===== src/rtl/avoid_motor_ctrl.sv =====
// Obstacle-avoiding motion controller: remote command latch, debounced path-clear flag,
// brake/reverse/turn sequencer and L298N-style direction/PWM drive.
module avoid_motor_ctrl #(
  parameter int unsigned PWM_PERIOD = 1000,
  parameter int unsigned DUTY_FWD   = 700,
  parameter int unsigned DUTY_TURN  = 500,
  parameter int unsigned FILT_CYC   = 1000,
  parameter int unsigned BRAKE_CYC  = 5000000,
  parameter int unsigned REV_CYC    = 20000000,
  parameter int unsigned TURN_CYC   = 25000000
) (
  input  logic       clk,
  input  logic       rst_n,
  input  logic       clear,
  input  logic [2:0] cmd,
  input  logic       cmd_valid,
  output logic       in1,
  output logic       in2,
  output logic       in3,
  output logic       in4,
  output logic       ena,
  output logic       enb,
  output logic       avoid_busy,
  output logic [1:0] state_o
);

  localparam int unsigned PWM_W   = $clog2(PWM_PERIOD + 1);
  localparam int unsigned FILT_W  = $clog2(FILT_CYC + 1);
  localparam int unsigned DWELL_W = 25;

  localparam logic [2:0] CMD_STOP  = 3'd0;
  localparam logic [2:0] CMD_FWD   = 3'd1;
  localparam logic [2:0] CMD_BACK  = 3'd2;
  localparam logic [2:0] CMD_LEFT  = 3'd3;
  localparam logic [2:0] CMD_RIGHT = 3'd4;

  typedef enum logic [1:0] {
    S_DRIVE   = 2'd0,
    S_BRAKE   = 2'd1,
    S_REVERSE = 2'd2,
    S_TURN    = 2'd3
  } state_t;

  state_t               state_q;
  state_t               state_d;
  logic [2:0]           cmd_reg;
  logic [2:0]           cmd_dec_c;
  logic                 abort_c;
  logic                 obs;
  logic [FILT_W-1:0]    filt_cnt;
  logic [DWELL_W-1:0]   dwell_cnt;
  logic                 turn_dir;
  logic                 dir_flip_c;
  logic [PWM_W-1:0]     pwm_cnt;
  logic [PWM_W-1:0]     duty_act;
  logic [PWM_W-1:0]     duty_req_c;
  logic [3:0]           pins_c;
  logic                 en_c;

  // Unused command codes behave as stop; a stop strobe aborts avoidance.
  assign cmd_dec_c = (cmd > CMD_RIGHT) ? CMD_STOP : cmd;
  assign abort_c   = cmd_valid && (cmd_dec_c == CMD_STOP);

  always_ff @(posedge clk) begin
    if (!rst_n) begin
      cmd_reg <= CMD_STOP;
    end else if (cmd_valid) begin
      cmd_reg <= cmd_dec_c;
    end
  end

  // Obstacle flag flips only after the raw level has disagreed for FILT_CYC cycles.
  always_ff @(posedge clk) begin
    if (!rst_n) begin
      obs      <= 1'b0;
      filt_cnt <= '0;
    end else if (clear == obs) begin
      if (filt_cnt == FILT_W'(FILT_CYC - 1)) begin
        obs      <= ~obs;
        filt_cnt <= '0;
      end else begin
        filt_cnt <= filt_cnt + 1'b1;
      end
    end else begin
      filt_cnt <= '0;
    end
  end

  always_ff @(posedge clk) begin
    if (!rst_n) begin
      state_q <= S_DRIVE;
    end else begin
      state_q <= state_d;
    end
  end

  // Next state, direction pins and requested duty for the current state.
  always_comb begin
    state_d    = state_q;
    dir_flip_c = 1'b0;
    pins_c     = 4'b0000;
    duty_req_c = '0;
    case (state_q)
      S_DRIVE: begin
        case (cmd_reg)
          CMD_FWD:   begin pins_c = 4'b1010; duty_req_c = PWM_W'(DUTY_FWD);  end
          CMD_BACK:  begin pins_c = 4'b0101; duty_req_c = PWM_W'(DUTY_FWD);  end
          CMD_LEFT:  begin pins_c = 4'b0110; duty_req_c = PWM_W'(DUTY_TURN); end
          CMD_RIGHT: begin pins_c = 4'b1001; duty_req_c = PWM_W'(DUTY_TURN); end
          default:   begin pins_c = 4'b0000; duty_req_c = '0;                end
        endcase
        if ((cmd_reg == CMD_FWD) && obs) begin
          state_d = S_BRAKE;
        end
      end
      S_BRAKE: begin
        pins_c = 4'b1111;
        if (abort_c) begin
          state_d = S_DRIVE;
        end else if (dwell_cnt == DWELL_W'(BRAKE_CYC - 1)) begin
          state_d = S_REVERSE;
        end
      end
      S_REVERSE: begin
        pins_c     = 4'b0101;
        duty_req_c = PWM_W'(DUTY_TURN);
        if (abort_c) begin
          state_d = S_DRIVE;
        end else if (dwell_cnt == DWELL_W'(REV_CYC - 1)) begin
          state_d = S_TURN;
        end
      end
      S_TURN: begin
        pins_c     = turn_dir ? 4'b0110 : 4'b1001;
        duty_req_c = PWM_W'(DUTY_TURN);
        if (abort_c) begin
          state_d = S_DRIVE;
        end else if (dwell_cnt == DWELL_W'(TURN_CYC - 1)) begin
          state_d    = S_DRIVE;
          dir_flip_c = 1'b1;
        end
      end
      default: state_d = S_DRIVE;
    endcase
    en_c = (state_q == S_BRAKE) || ((duty_req_c != '0) && (pwm_cnt < duty_act));
  end

  // Dwell timer restarts on every state entry and idles at zero in DRIVE.
  always_ff @(posedge clk) begin
    if (!rst_n) begin
      dwell_cnt <= '0;
    end else if ((state_d != state_q) || (state_q == S_DRIVE)) begin
      dwell_cnt <= '0;
    end else begin
      dwell_cnt <= dwell_cnt + 1'b1;
    end
  end

  always_ff @(posedge clk) begin
    if (!rst_n) begin
      turn_dir <= 1'b0;
    end else if (dir_flip_c) begin
      turn_dir <= ~turn_dir;
    end
  end

  // Duty only changes at the period wrap so no runt pulses reach the bridge.
  always_ff @(posedge clk) begin
    if (!rst_n) begin
      pwm_cnt  <= '0;
      duty_act <= '0;
    end else if (pwm_cnt == PWM_W'(PWM_PERIOD - 1)) begin
      pwm_cnt  <= '0;
      duty_act <= duty_req_c;
    end else begin
      pwm_cnt  <= pwm_cnt + 1'b1;
    end
  end

  always_ff @(posedge clk) begin
    if (!rst_n) begin
      {in1, in2, in3, in4} <= 4'b0000;
      ena                  <= 1'b0;
      enb                  <= 1'b0;
      avoid_busy           <= 1'b0;
      state_o              <= 2'd0;
    end else begin
      {in1, in2, in3, in4} <= pins_c;
      ena                  <= en_c;
      enb                  <= en_c;
      avoid_busy           <= (state_q != S_DRIVE);
      state_o              <= state_q;
    end
  end

endmodule


===== config.mk =====
export PLATFORM = sky130hd
export DESIGN_NAME = avoid_motor_ctrl
export DESIGN_NICKNAME = d
export VERILOG_FILES = /design/src/rtl/avoid_motor_ctrl.sv
export SDC_FILE = /design/constraint.sdc
export NUM_CORES = 1
export LEC_CHECK = 0
export ABC_CLOCK_PERIOD_IN_PS = 2430
export BUFFER_PORTS_ARGS = -buffer_cell sky130_fd_sc_hd__buf_2
export CAP_MARGIN = 10
export CORE_ASPECT_RATIO = 0.9
export CORE_UTILIZATION = 45
export DETAILED_ROUTE_END_ITERATION = 6
export PLACE_DENSITY_LB_ADDON = 0.15
export REMOVE_ABC_BUFFERS = 1
export SYNTH_ARGS = -nofsm -noshare
export SYNTH_HDL_FRONTEND = slang
export SYNTH_SLANG_ARGS = --single-unit

===== constraint.sdc =====
create_clock -name clk -period 2.43 [get_ports clk]
set_input_delay 0.486 -clock clk [delete_from_list [all_inputs] [get_ports clk]]
set_output_delay 0.486 -clock clk [all_outputs]
set_load 0.01 [all_outputs]

==> run summary <==
Chip Width: 89.43 µm
Initial antenna violation count: 0
Worst Hold Class: flip-flop to flip-flop
Root Driver: clkbuf_8
Top Registers: dwell_cnt (25), filt_cnt (10), pwm_cnt (10)
Chip Height: 80.69 µm
Util after Layout: 51.70%
DRC viols: 0
Worst path required time: 2620 ps
Routed via count: 2444
Register area share after synthesis: 40.74%
Fin cells: 460
Clk slew on worst S/H paths: 70 ps
Main synth FF type: dfxtp_1
Fin. max-slew vios: 0
Mean Syn Cell Area: 8.895 µm²
Worst-skew pair later-pin latency: 330 ps
Pre-CTS WS: 301.7 ps
Number of global-route vias before repair: 2142
P_leak: 1.194 nW
Detailed placement HPWL: 4373 µm
Routed Antenna Nets: 0
Placed Cells: 445
Cells after Synth: 348
Cts hold-fix bufs: 0
Global route overflow: 0
Setup CP Type: flip-flop to flip-flop
Fill cells: 651
Routed len/inst: 13.48 µm
GRT Util Overall: 19.00%
Worst vdd ir: 0.3764 mV
#FFs+latches synth: 63
DRT Pass-1 Iters: 4
Setup TNS: 0 ps
CP peak stage delay: 530 ps
Vias per inst: 5.313
Skew final: 10.41 ps
Postcts setup bufs: 0
Final WS setup: 292.8 ps
Final setup fails: 0
CTS sink cnt: 63
Top reg by flops: dwell_cnt
Core area: 6621 µm²
PortBufs: 15
Yosys warns: 0
Crit path max fanout: 14
Initial DRC count: 104
Worst path cell trace: or4_1 > nor4_1 > nand3_1 > a41oi_4 > a211oi_1
Worst-Margin Slew: 589.5 ps
Share of layout cells above drive strength 1: 11.89%
Hold Vio Cnt, Final: 0
Tmin final: 2137 ps
Top delay family on crit path: simple AND/OR/NAND/NOR gates
Outcome: complete, no violations
Fin crit share: 87.95%
Pwr per Cell Area: 577.4 nW/µm²
Crit-path slowest cell: or4_1
RSZ-0062 raised after global routing: false
Ports: 16
TritonCTS clock tree: built
Die ar.: 7215 µm²
CP Buf/Inv Count: 0
# rows: 28
Crit path launch type: flip-flop
Post-synth EDFFs: 0
Nets: 383
Fraction of registers with async set/reset: 0%
Critical Path End Type: flip-flop
H-Tree Depth: 3
MaxCap Viol Count: 0
Max reg flops: 25
Initial Util: 46.75%
GP Congestion: 0.7711
Max_slew headroom: 60.43%
Antenna cells: 0
First-pass GRT wire length: 10420 µm
Arr. time, crit path: 2330 ps
Clk buf depth: 2
Largest net degree at the start of global routing: 26
Area of the mapped netlist: 3095 µm²
CTS resizes: 0
Synth unique cells: 55
Cts bufs inserted: 9
Total routed wirelength: 6202 µm
Area grow syn2layout: 10.59%
Fmax: 467.9 MHz
[routing by layer]
| layer | wire length, µm | track usage, % |
|---|---|---|
| met1 | 3500 | 28.48 |
| met2 | 2445 | 25.80 |
| met3 | 198 | 5.139 |
| met4 | 58 | 6.032 |
| met5 | 0 | 0 |
[cells in the mapped netlist (2+ instances only)]
cell type	number	area [µm²]
nor2_1	40	150.1
clkbuf_1	3	11.26
o21ai_0	13	65.06
nor4_1	3	18.77
nand3_1	17	85.08
xor2_1	20	175.2
o21a_1	4	30.03
dfxtp_1	63	1261
xnor2_1	19	166.4
nor3_1	9	45.04
nand2b_1	5	31.28
a21oi_1	14	70.07
ha_1	10	125.1
inv_1	14	52.55
or3_1	6	37.54
a21o_1	2	15.01
and3_1	8	50.05
buf_6	2	22.52
nand4_1	11	68.82
or4_1	3	22.52
buf_4	3	22.52
and2_1	4	25.02
a211oi_1	14	105.1
buf_2	4	20.02
a31oi_1	2	12.51
nand2_1	22	82.58
and4_1	5	43.79
[worst reg2reg max path: stages, from the launching register on]
cell and delay [ps]:
dfxtp_1 400, or4_1 530, nor4_1 280, nand3_1 160, a41oi_4 480, a211oi_1 150
[stage by stage]
| stage | hold slack, ps | power [mW] | cell area, µm² |
|---|---|---|---|
| floorplan | 413.2 | 1.109 | 3019 |
| global route | 425.0 | 2.062 | 3423 |
| finish | 440.5 | 1.977 | 3423 |
| CTS | 421.0 | 2.010 | 3423 |
| detailed placement | 431.3 | 1.133 | 3237 |
| global placement | 428.6 | 1.132 | 3237 |
[power by group]
part / total (mW) / internal [mW] / switching [mW]
Sequential: 1.05 / 1.04 / 0.00778
Clock: 0.867 / 0.463 / 0.404
Combinational: 0.0602 / 0.0252 / 0.0350
Total: 1.98 / 1.53 / 0.446
[path summary, 6_finish.rpt]
check | start | slack, ps | cells past startpoint | end
hold / removal | filt_cnt[0]$_SDFF_PP0_ | 440 | 1 | filt_cnt[0]$_SDFF_PP0_
setup reg to reg | state_q[0]$_SDFF_PN0_ | 290 | 5 | dwell_cnt[7]$_SDFF_PP0_
hold reg to reg | filt_cnt[0]$_SDFF_PP0_ | 440 | 1 | filt_cnt[0]$_SDFF_PP0_
setup / recovery | state_q[0]$_SDFF_PN0_ | 290 | 5 | dwell_cnt[7]$_SDFF_PP0_
[cells by family (layout without fill, tap and decap cells)]
| logic type | count (synthesis) | count (layout) | share of synthesized area [%] |
|---|---|---|---|
| flops | 63 | 63 | 40.74 |
| buf+inv | 26 | 48 | 4.163 |
| xor+xnor | 39 | 39 | 11.03 |
| simple gates | 147 | 147 | 25.83 |
| mux | 1 | 1 | 0.3234 |
| compound gates | 62 | 62 | 13.86 |
| fa+ha+maj | 10 | 10 | 4.042 |
[cell type report]
type	count	area, µm²	share of cell area (%)
inverters	14	52.55	1.535
repair buffers	19	105.1	3.070
flip-flops and latches	63	1261	36.84
multi-input cells	259	1705	49.82
well taps	90	112.6	3.289
clock buffers	9	123.9	3.618
clock inverters	6	62.56	1.827
[cells in the final DEF, fill, tap and decap left out, types with 10 or more instances in the layout]
master	n
xor2_1	20
nor2_1	40
ha_1	10
dfxtp_1	63
buf_2	15
o21ai_0	13
a21oi_1	14
a211oi_1	14
inv_1	14
xnor2_1	19
nand2_1	22
nand4_1	11
nand3_1	17
Note: power is estimated with default switching activity, not from simulation.
